File: src/rtl/df_fir_sequencer_if.sv
// Bundle of sample, result, coefficient and shared-adder signals for df_fir_sequencer.
// Optional DF_SATURATE_EN adds the sticky sat_flag.
interface df_fir_sequencer_if #(
  parameter int TAPS = 4
);
  logic            in_valid;
  logic            in_ready;
  logic [8:0]      in_data;
  logic [TAPS-1:0] coef_en;
  logic [TAPS-1:0] coef_sub;
  logic            out_valid;
  logic            out_ready;
  logic [8:0]      out_data;
  logic            busy;
  logic [8:0]      add_a;
  logic [8:0]      add_b;
  logic            add_sub;
  logic [8:0]      add_out;
`ifdef DF_SATURATE_EN
  logic            sat_flag;
`endif

  // Sequencer side
  modport slave (
    input  in_valid, in_data, coef_en, coef_sub, out_ready, add_out,
    output in_ready, out_valid, out_data, busy, add_a, add_b, add_sub
`ifdef DF_SATURATE_EN
    , output sat_flag
`endif
  );

  // Sample source, result consumer and shared adder side
  modport master (
    output in_valid, in_data, coef_en, coef_sub, out_ready, add_out,
    input  in_ready, out_valid, out_data, busy, add_a, add_b, add_sub
`ifdef DF_SATURATE_EN
    , input sat_flag
`endif
  );
endinterface

File: src/rtl/df_fir_sequencer.sv
// Time-multiplexed FIR/comb sequencer stepping one shared 9-bit adder/subtractor across TAPS taps.
// Optional macro DF_SATURATE_EN: clamp on signed overflow and expose sticky sat_flag.
module df_fir_sequencer #(
  parameter int TAPS = 4
) (
  input logic               clk,
  input logic               rst_n,
  df_fir_sequencer_if.slave bus
);
  localparam int IDX_W = $clog2(TAPS);

  typedef enum logic [1:0] {
    ST_IDLE = 2'd0,
    ST_ACC  = 2'd1,
    ST_DONE = 2'd2
  } state_t;

  state_t          state_r, state_s;
  logic [8:0]      tap_r [TAPS];
  logic [8:0]      tap_s [TAPS];
  logic [8:0]      acc_r, acc_s;
  logic [IDX_W-1:0] idx_r, idx_s;
  logic [TAPS-1:0] en_r, en_s;
  logic [TAPS-1:0] sub_r, sub_s;
  logic            in_ready_r, in_ready_s;
  logic            out_valid_r, out_valid_s;
  logic [8:0]      out_data_r, out_data_s;
  logic            busy_r, busy_s;
  logic [8:0]      add_a_r, add_a_s;
  logic [8:0]      add_b_r, add_b_s;
  logic            add_sub_r, add_sub_s;
  logic            sat_r, sat_s;

`ifdef DF_SATURATE_EN
  function automatic logic ovf_detect(input logic [8:0] a, input logic [8:0] b,
                                      input logic [8:0] r, input logic sub);
    logic same_sign;
    same_sign = (a[8] == b[8]);
    if (sub) begin
      return !same_sign && (r[8] != a[8]);
    end else begin
      return same_sign && (r[8] != a[8]);
    end
  endfunction
`endif

  // Next-state, datapath update and next values of the registered outputs
  always_comb begin
    state_s = state_r;
    tap_s   = tap_r;
    acc_s   = acc_r;
    idx_s   = idx_r;
    en_s    = en_r;
    sub_s   = sub_r;
    sat_s   = sat_r;
    case (state_r)
      ST_IDLE: begin
        if (bus.in_valid && in_ready_r) begin
          tap_s[0] = bus.in_data;
          for (int k = 1; k < TAPS; k++) begin
            tap_s[k] = tap_r[k-1];
          end
          en_s    = bus.coef_en;
          sub_s   = bus.coef_sub;
          acc_s   = 9'h000;
          idx_s   = '0;
          sat_s   = 1'b0;
          state_s = ST_ACC;
        end else begin
          state_s = ST_IDLE;
        end
      end
      ST_ACC: begin
        if (en_r[idx_r]) begin
`ifdef DF_SATURATE_EN
          // add_a_r mirrors acc_r throughout ACC, so its sign picks the clamp rail
          if (ovf_detect(add_a_r, add_b_r, bus.add_out, add_sub_r)) begin
            acc_s = add_a_r[8] ? 9'h100 : 9'h0FF;
            sat_s = 1'b1;
          end else begin
            acc_s = bus.add_out;
          end
`else
          acc_s = bus.add_out;
`endif
        end else begin
          acc_s = acc_r;
        end
        if (idx_r == IDX_W'(TAPS - 1)) begin
          state_s = ST_DONE;
        end else begin
          idx_s = idx_r + IDX_W'(1);
        end
      end
      ST_DONE: begin
        if (bus.out_ready) begin
          state_s = ST_IDLE;
        end else begin
          state_s = ST_DONE;
        end
      end
      default: begin
        state_s = ST_IDLE;
      end
    endcase

    in_ready_s  = (state_s == ST_IDLE);
    out_valid_s = (state_s == ST_DONE);
    busy_s      = (state_s != ST_IDLE);
    if (state_s == ST_DONE) begin
      out_data_s = acc_s;
    end else begin
      out_data_s = out_data_r;
    end
    // Operands are presented one cycle ahead so the adder sees them as registered values
    if (state_s == ST_ACC) begin
      add_a_s   = acc_s;
      add_b_s   = tap_s[idx_s];
      add_sub_s = sub_s[idx_s];
    end else begin
      add_a_s   = 9'h000;
      add_b_s   = 9'h000;
      add_sub_s = 1'b0;
    end
  end

  // State, delay line and output registers
  always_ff @(posedge clk or negedge rst_n) begin
    if (!rst_n) begin
      state_r     <= ST_IDLE;
      for (int k = 0; k < TAPS; k++) begin
        tap_r[k] <= 9'h000;
      end
      acc_r       <= 9'h000;
      idx_r       <= '0;
      en_r        <= '0;
      sub_r       <= '0;
      in_ready_r  <= 1'b1;
      out_valid_r <= 1'b0;
      out_data_r  <= 9'h000;
      busy_r      <= 1'b0;
      add_a_r     <= 9'h000;
      add_b_r     <= 9'h000;
      add_sub_r   <= 1'b0;
      sat_r       <= 1'b0;
    end else begin
      state_r     <= state_s;
      tap_r       <= tap_s;
      acc_r       <= acc_s;
      idx_r       <= idx_s;
      en_r        <= en_s;
      sub_r       <= sub_s;
      in_ready_r  <= in_ready_s;
      out_valid_r <= out_valid_s;
      out_data_r  <= out_data_s;
      busy_r      <= busy_s;
      add_a_r     <= add_a_s;
      add_b_r     <= add_b_s;
      add_sub_r   <= add_sub_s;
      sat_r       <= sat_s;
    end
  end

  assign bus.in_ready  = in_ready_r;
  assign bus.out_valid = out_valid_r;
  assign bus.out_data  = out_data_r;
  assign bus.busy      = busy_r;
  assign bus.add_a     = add_a_r;
  assign bus.add_b     = add_b_r;
  assign bus.add_sub   = add_sub_r;
`ifdef DF_SATURATE_EN
  assign bus.sat_flag  = sat_r;
`else
  logic unused_sat_s;
  assign unused_sat_s = sat_r;
`endif
endmodule

File: src/flat_wrapper.sv
// flat-port wrapper written by rule: the top's interface ports become plain ports
module df_fir_sequencer_flat 
#(
  parameter int TAPS = 4
)
  (clk, rst_n, bus_in_valid, bus_in_data, bus_coef_en, bus_coef_sub, bus_out_ready, bus_add_out, bus_in_ready, bus_out_valid, bus_out_data, bus_busy, bus_add_a, bus_add_b, bus_add_sub);
  df_fir_sequencer_if #(.TAPS(TAPS)) bus_i ();
  input logic clk;
  input logic rst_n;
  input wire logic [$bits(bus_i.in_valid)-1:0] bus_in_valid;
  input wire logic [$bits(bus_i.in_data)-1:0] bus_in_data;
  input wire logic [$bits(bus_i.coef_en)-1:0] bus_coef_en;
  input wire logic [$bits(bus_i.coef_sub)-1:0] bus_coef_sub;
  input wire logic [$bits(bus_i.out_ready)-1:0] bus_out_ready;
  input wire logic [$bits(bus_i.add_out)-1:0] bus_add_out;
  output wire logic [$bits(bus_i.in_ready)-1:0] bus_in_ready;
  output wire logic [$bits(bus_i.out_valid)-1:0] bus_out_valid;
  output wire logic [$bits(bus_i.out_data)-1:0] bus_out_data;
  output wire logic [$bits(bus_i.busy)-1:0] bus_busy;
  output wire logic [$bits(bus_i.add_a)-1:0] bus_add_a;
  output wire logic [$bits(bus_i.add_b)-1:0] bus_add_b;
  output wire logic [$bits(bus_i.add_sub)-1:0] bus_add_sub;
  assign bus_i.in_valid = bus_in_valid;
  assign bus_i.in_data = bus_in_data;
  assign bus_i.coef_en = bus_coef_en;
  assign bus_i.coef_sub = bus_coef_sub;
  assign bus_i.out_ready = bus_out_ready;
  assign bus_i.add_out = bus_add_out;
  assign bus_in_ready = bus_i.in_ready;
  assign bus_out_valid = bus_i.out_valid;
  assign bus_out_data = bus_i.out_data;
  assign bus_busy = bus_i.busy;
  assign bus_add_a = bus_i.add_a;
  assign bus_add_b = bus_i.add_b;
  assign bus_add_sub = bus_i.add_sub;
  df_fir_sequencer #(.TAPS(TAPS)) u_core (.clk(clk), .rst_n(rst_n), .bus(bus_i));
endmodule
File: config.mk
export PLATFORM = sky130hd
export DESIGN_NAME = df_fir_sequencer_flat
export DESIGN_NICKNAME = d
export VERILOG_FILES = /design/src/rtl/df_fir_sequencer_if.sv /design/src/rtl/df_fir_sequencer.sv /design/src/flat_wrapper.sv
export SDC_FILE = /design/constraint.sdc
export NUM_CORES = 1
export LEC_CHECK = 0
export CAP_MARGIN = 20
export CELL_PAD_IN_SITES_DETAIL_PLACEMENT = 1
export CELL_PAD_IN_SITES_GLOBAL_PLACEMENT = 1
export CORE_MARGIN = 3
export CORE_UTILIZATION = 38
export DETAILED_ROUTE_END_ITERATION = 16
export GPL_TIMING_DRIVEN = 0
export PLACE_DENSITY_LB_ADDON = 0.1
export SLEW_MARGIN = 20
export SYNTH_ARGS = -nofsm -noshare
export SYNTH_HDL_FRONTEND = slang
export SYNTH_SLANG_ARGS = --single-unit
File: constraint.sdc
create_clock -name clk -period 1.8 [get_ports clk]
set_input_delay 0.36 -clock clk [delete_from_list [all_inputs] [get_ports clk]]
set_output_delay 0.36 -clock clk [all_outputs]
set_load 0.05 [all_outputs]
Yosys cells after proc, flatten, opt, wreduce, memory -nomap -nowiden
Cells that the tools add are included.

storage, ports and cells
  register bits = 88
  input port bits = 30
  output and inout port bits = 31
  word-level logic and storage cells = 55

cells by class
  add/subtract/negate cells = 1
  equality and inequality tests = 5
  reduce and logical (&&, ||, !) cells = 5
  bitwise gates (word level) = 1
  muxes and demuxes = 24
  $lt $le $gt $ge = 3

operators with widths
  operator                                              number
  two-way mux 36 bit                                    2
  two-way mux 9 bit                                     6
  binary-select mux 9 bit (select 2 bit)                1
  one-hot mux 9 bit (2 select lines)                    1
  two-way mux 2 bit                                     4
  two-way mux 4 bit                                     2
  equality test 2 bit (second input constant)           3
  < comparator 2 x 3 -> 1 bit (second input constant)   2
  one-hot mux 2 bit (3 select lines)                    1
  binary-select mux 1 bit (select 2 bit)                2
  equality test 2 x 1 -> 1 bit (second input constant)  2
  logical NOT 2 bit                                     2
  two-way mux 1 bit                                     4
  one-hot mux 2 bit (2 select lines)                    1
  >= comparator 3 bit (second input constant)           1
  inverter 2 -> 3 bit                                   1
  adder 2 x 1 -> 2 bit (second input constant)          1
  AND reduction 2 bit                                   1
  nonzero test 2 bit                                    1
  logical AND 1 bit                                     1

Depth between registers and ports, before layout
  word-level depth = 8
  mapped depth = 7
  mapped depth without buffers = 5

Least setup slack after synthesis
Ideal clock, no wire load.

  path kind = flip-flop to flip-flop
  start = register u_core.in_ready_r, in the netlist u_core.bus.in_ready
  end = register u_core.add_b_r[6], in the netlist u_core.bus.add_b[6]
  period minus slack after synthesis = 1.902 ns
  data arrival time = 1.767 ns
  required time = 1.666 ns
  setup time = 0.134 ns
  path buffers = 2
  stages on the path, launching flop included = 7
  setup slack = -0.102 ns
  cells stage by stage = dfstp_2 and4bb_1 buf_6 buf_6 mux2_2 mux2i_1 o22ai_1

RTL lines
  element                 RTL line                 RTL
  start, declared         df_fir_sequencer.sv:25   logic in_ready_r, in_ready_s;
  start signal, assigned  df_fir_sequencer.sv:153  in_ready_r <= in_ready_s;
  end signal, assigned    df_fir_sequencer.sv:158  add_b_r <= add_b_s;
  end, declared           df_fir_sequencer.sv:30   logic [8:0] add_b_r, add_b_s;

==> summary.md <==
| Metric | Value |
|---|---|
| Row cnt | `35` |
| Antenna viol nets, final | `0` |
| Hold_ws | `0.3909 ns` |
| DP Area | `4564 um2` |
| CP Cell Sequence | `and4bb_1 -> buf_6 -> buf_12 -> mux2_4 -> mux2i_2 -> o22ai_2` |
| HPWL Detailed | `6.177 mm` |
| Reg clk slew, reported paths | `0.09 ns` |
| Clock group share of total power | `16.2%` |
| Bufs on Longest Clock Path | `2` |
| CP max FO | `6` |
| Post-route minimum period | `1.929 ns` |
| Cts bufs inserted | `9` |
| Synth top cells by count | `87 x dfrtp_1, 74 x nand2_1, 36 x nor2_1` |
| Outcome | `finished with violations` |
| Synth top area share | `58.49%` |
| Part of the power in combinational logic | `52.2%` |
| Netlist cell types | `32` |
| H-tree levels | `3` |
| Synth top area cells | `dfrtp_1 58%, mux2_2 8.5%, nand2_1 7.5%` |
| Switching pwr | `4.393 mW` |
| Leak | `2.459 nW` |
| Synth Net Count | `367` |
| M2 GR Usage | `29.51%` |
| DRC | `0` |
| IO Count | `61` |
| Rel. slew slack | `53.77%` |
| Worst slack, placed | `-0.5248 ns` |
| CTS tree | `done` |
| Crit Path Category | `flip-flop to flip-flop` |
| Hold Crit Class | `input port to asynchronous set/reset pin` |
| Failing checks | `setup timing` |
| Post-synthesis async set-or-reset flop share | `100.0%` |
| CP Launch Type | `flip-flop` |
| N_diodes | `0` |
| Post-route setup slack | `-0.1293 ns` |
| Largest net degree at the start of global routing | `73` |
| Power, Total | `10.30 mW` |
| Arrival time worst endpoint | `2.14 ns` |
| DRT Pass-1 Iters | `4` |
| Worst-margin pin slew | `0.6935 ns` |
| CTS root buf | `clkbuf_8` |
| Die Width | `105.0 um` |
| Mapped Area | `3722 um2` |
| Pint | `5.903 mW` |
| GRT Residual Overflow | `0` |
| Die Ht | `105.0 um` |
| Starting Density | `39.72%` |
| Syn avg cell area | `11.05 um2` |
| Met3 Use GR | `2.656%` |
| FF-to-FF setup slack | `-0.13 ns` |
| Via count | `2731` |
| Antenna violations before repair | `0` |
| Period Utilization, post-route | `107.2%` |
| Synth Warn # | `0` |
| Critical Path RT | `2.01 ns` |
| Post-layout net count | `445` |
| Worst reg2reg path endpoint | `u_core.bus.add_b[8]` |
| Main synth FF type | `dfrtp_1` |
| Final setup TNS | `-0.7064 ns` |
| Slew Viols, Final | `0` |
| Final Hold Fails | `0` |
| Final wirelength | `9.634 mm` |
| Number of global-route vias before repair | `3085` |
| GR peak layer | `met2` |
| Skew final | `0.005568 ns` |
| Clk Latency, worst-skew pair | `0.36 ns` |
| GR Util met1 | `25.60%` |
| Worst path slowest cell | `dfstp_4` |
| Mapped Cells | `337` |
| Most frequent cell after synthesis | `dfrtp_1` |
| Core area | `9371 um2` |
| GRT Total Usage | `18.47%` |
| Synthesized flop and latch total | `88` |
| Clk sinks | `88` |
| Initial drt markers | `78` |
| Critical Path Max Stage Delay | `0.65 ns` |
| Mean routed wirelength per cell | `17.55 um` |
| Sw Share | `42.67%` |
| Number of synthesized flops with an enable pin | `0` |
| RSZ-0062 raised after global routing | `true` |
| Register area share after synthesis | `59.19%` |
| Global-route wire length before repair | `15.93 mm` |
| Reg2reg start | `u_core.bus.in_ready` |
| Post-route cell area | `4989 um2` |
| Worst R2R Path Depth | `6` |
| Pwr dens | `2064 nW/um2` |
| Share of total power in sequential cells | `31.6%` |
| CP Capture Type | `flip-flop` |
| Die Area | `11020 um2` |
| Fmax | `518.3 MHz` |
| Synth-to-Final Area Change | `34.02%` |
| Routability cong. | `0.7419` |
| Port-buffer cells | `60` |
| Final setup vio count | `10` |
| Ratio of cells with drive above 1 in the final layout | `23.10%` |
| Routed vias/inst | `4.974` |
| Max IR drop VDD | `0.0008527 V` |
| Post-synth top area cell | `dfrtp_1` |
| Max-cap violations | `0` |
-- per-layer routing --
metal,up-vias,wire length (um)
li1,1271,-
met1,1396,4659
met2,50,4551
met3,14,252
met4,0,171
met5,-,0
-- power groups by stage --
stage | clock (mW) | combinational [mW] | sequential, mW
3_3_place_gp | 0 | 4.90 | 3.24
6_report | 1.67 | 5.38 | 3.25
4_1_cts | 1.70 | 5.23 | 3.24
3_5_place_dp | 0 | 5.02 | 3.28
2_1_floorplan | 0 | 2.70 | 4.07
5_1_grt | 1.78 | 5.80 | 3.37
-- registers in the layout (all words and copies together), names as in the netlist, 2 cells and up --
name                 flops
u_core.tap_r            36
u_core.acc_r             9
u_core.bus.add_a         9
u_core.bus.add_b         9
u_core.bus.out_data      9
u_core.en_r              4
u_core.sub_r             4
u_core.idx_r             2
u_core.state_r           2
-- layout make-up --
class / instances / area, um2
fill: 1015 / 4383
buffer: 20 / 197.7
timing repair buffer: 69 / 669.4
multi-input combinational: 215 / 1465
tap: 129 / 161.4
clock buffer: 9 / 123.9
inverter: 12 / 45.04
sequential: 88 / 2207
clock inverter: 7 / 118.9
-- worst max-delay path, delay by kind of cell, from the launching register on --
family	cells	cell delay [ns]
AO/OA/AOI/OAI	1	0.10
flip-flops	1	0.65
multiplexers	2	0.48
buffers and inverters	2	0.30
AND/OR/NAND/NOR	1	0.26
-- layout by cell type, fill, tap and decap left out, drive strengths merged, types with 9 or more instances in the layout --
master,instances
mux2,28
clkdlybuf4s50,28
nor2,36
dfrtp,87
a32oi,9
a21oi,11
and2,10
o22ai,9
clkbuf,14
mux2i,10
dlygate4sd2,30
inv,13
o21ai,10
nand2,75
buf,25
-- worst max path at each step --
stage | to | slack, ns | startpoint
floorplan | u_core.bus.add_b[5] | -0.05 | u_core.bus.in_ready
global placement | u_core.bus.out_data[5] | -2.98 | rst_n
detailed placement | u_core.bus.add_b[2] | -0.52 | bus_in_valid
CTS | u_core.bus.add_b[3] | -0.11 | u_core.bus.in_ready
global route | u_core.bus.add_b[8] | -0.16 | u_core.bus.in_ready
finish | u_core.bus.add_b[8] | -0.13 | u_core.bus.in_ready
-- repair_timing --
item	CTS	global route
setup buffers	4	2
endpoints found under the setup margin	85	38
gates resized for setup	59	20
pin swaps	2	0
hold buffers	1	0
endpoints found under the hold margin	16	0
gates cloned	1	0
-- cell families (layout without fill, tap and decap cells) --
kind of cell,Yosys count,count (layout),share of synthesized area (%)
buffers and inverters,34,117,5.210
AO/OA/AOI/OAI,44,44,7.899
flip-flops,88,88,59.19
multiplexers,39,39,11.76
AND/OR/NAND/NOR,132,132,15.93
-- through the flow --
stage | instances | utilization (%)
global placement | 526 | 48.40
global route | 549 | 53.23
floorplan | 337 | -
CTS | 547 | 52.51
detailed placement | 527 | 48.70
finish | 549 | 53.23
No activity file was read; power rests on OpenSTA's default activity.
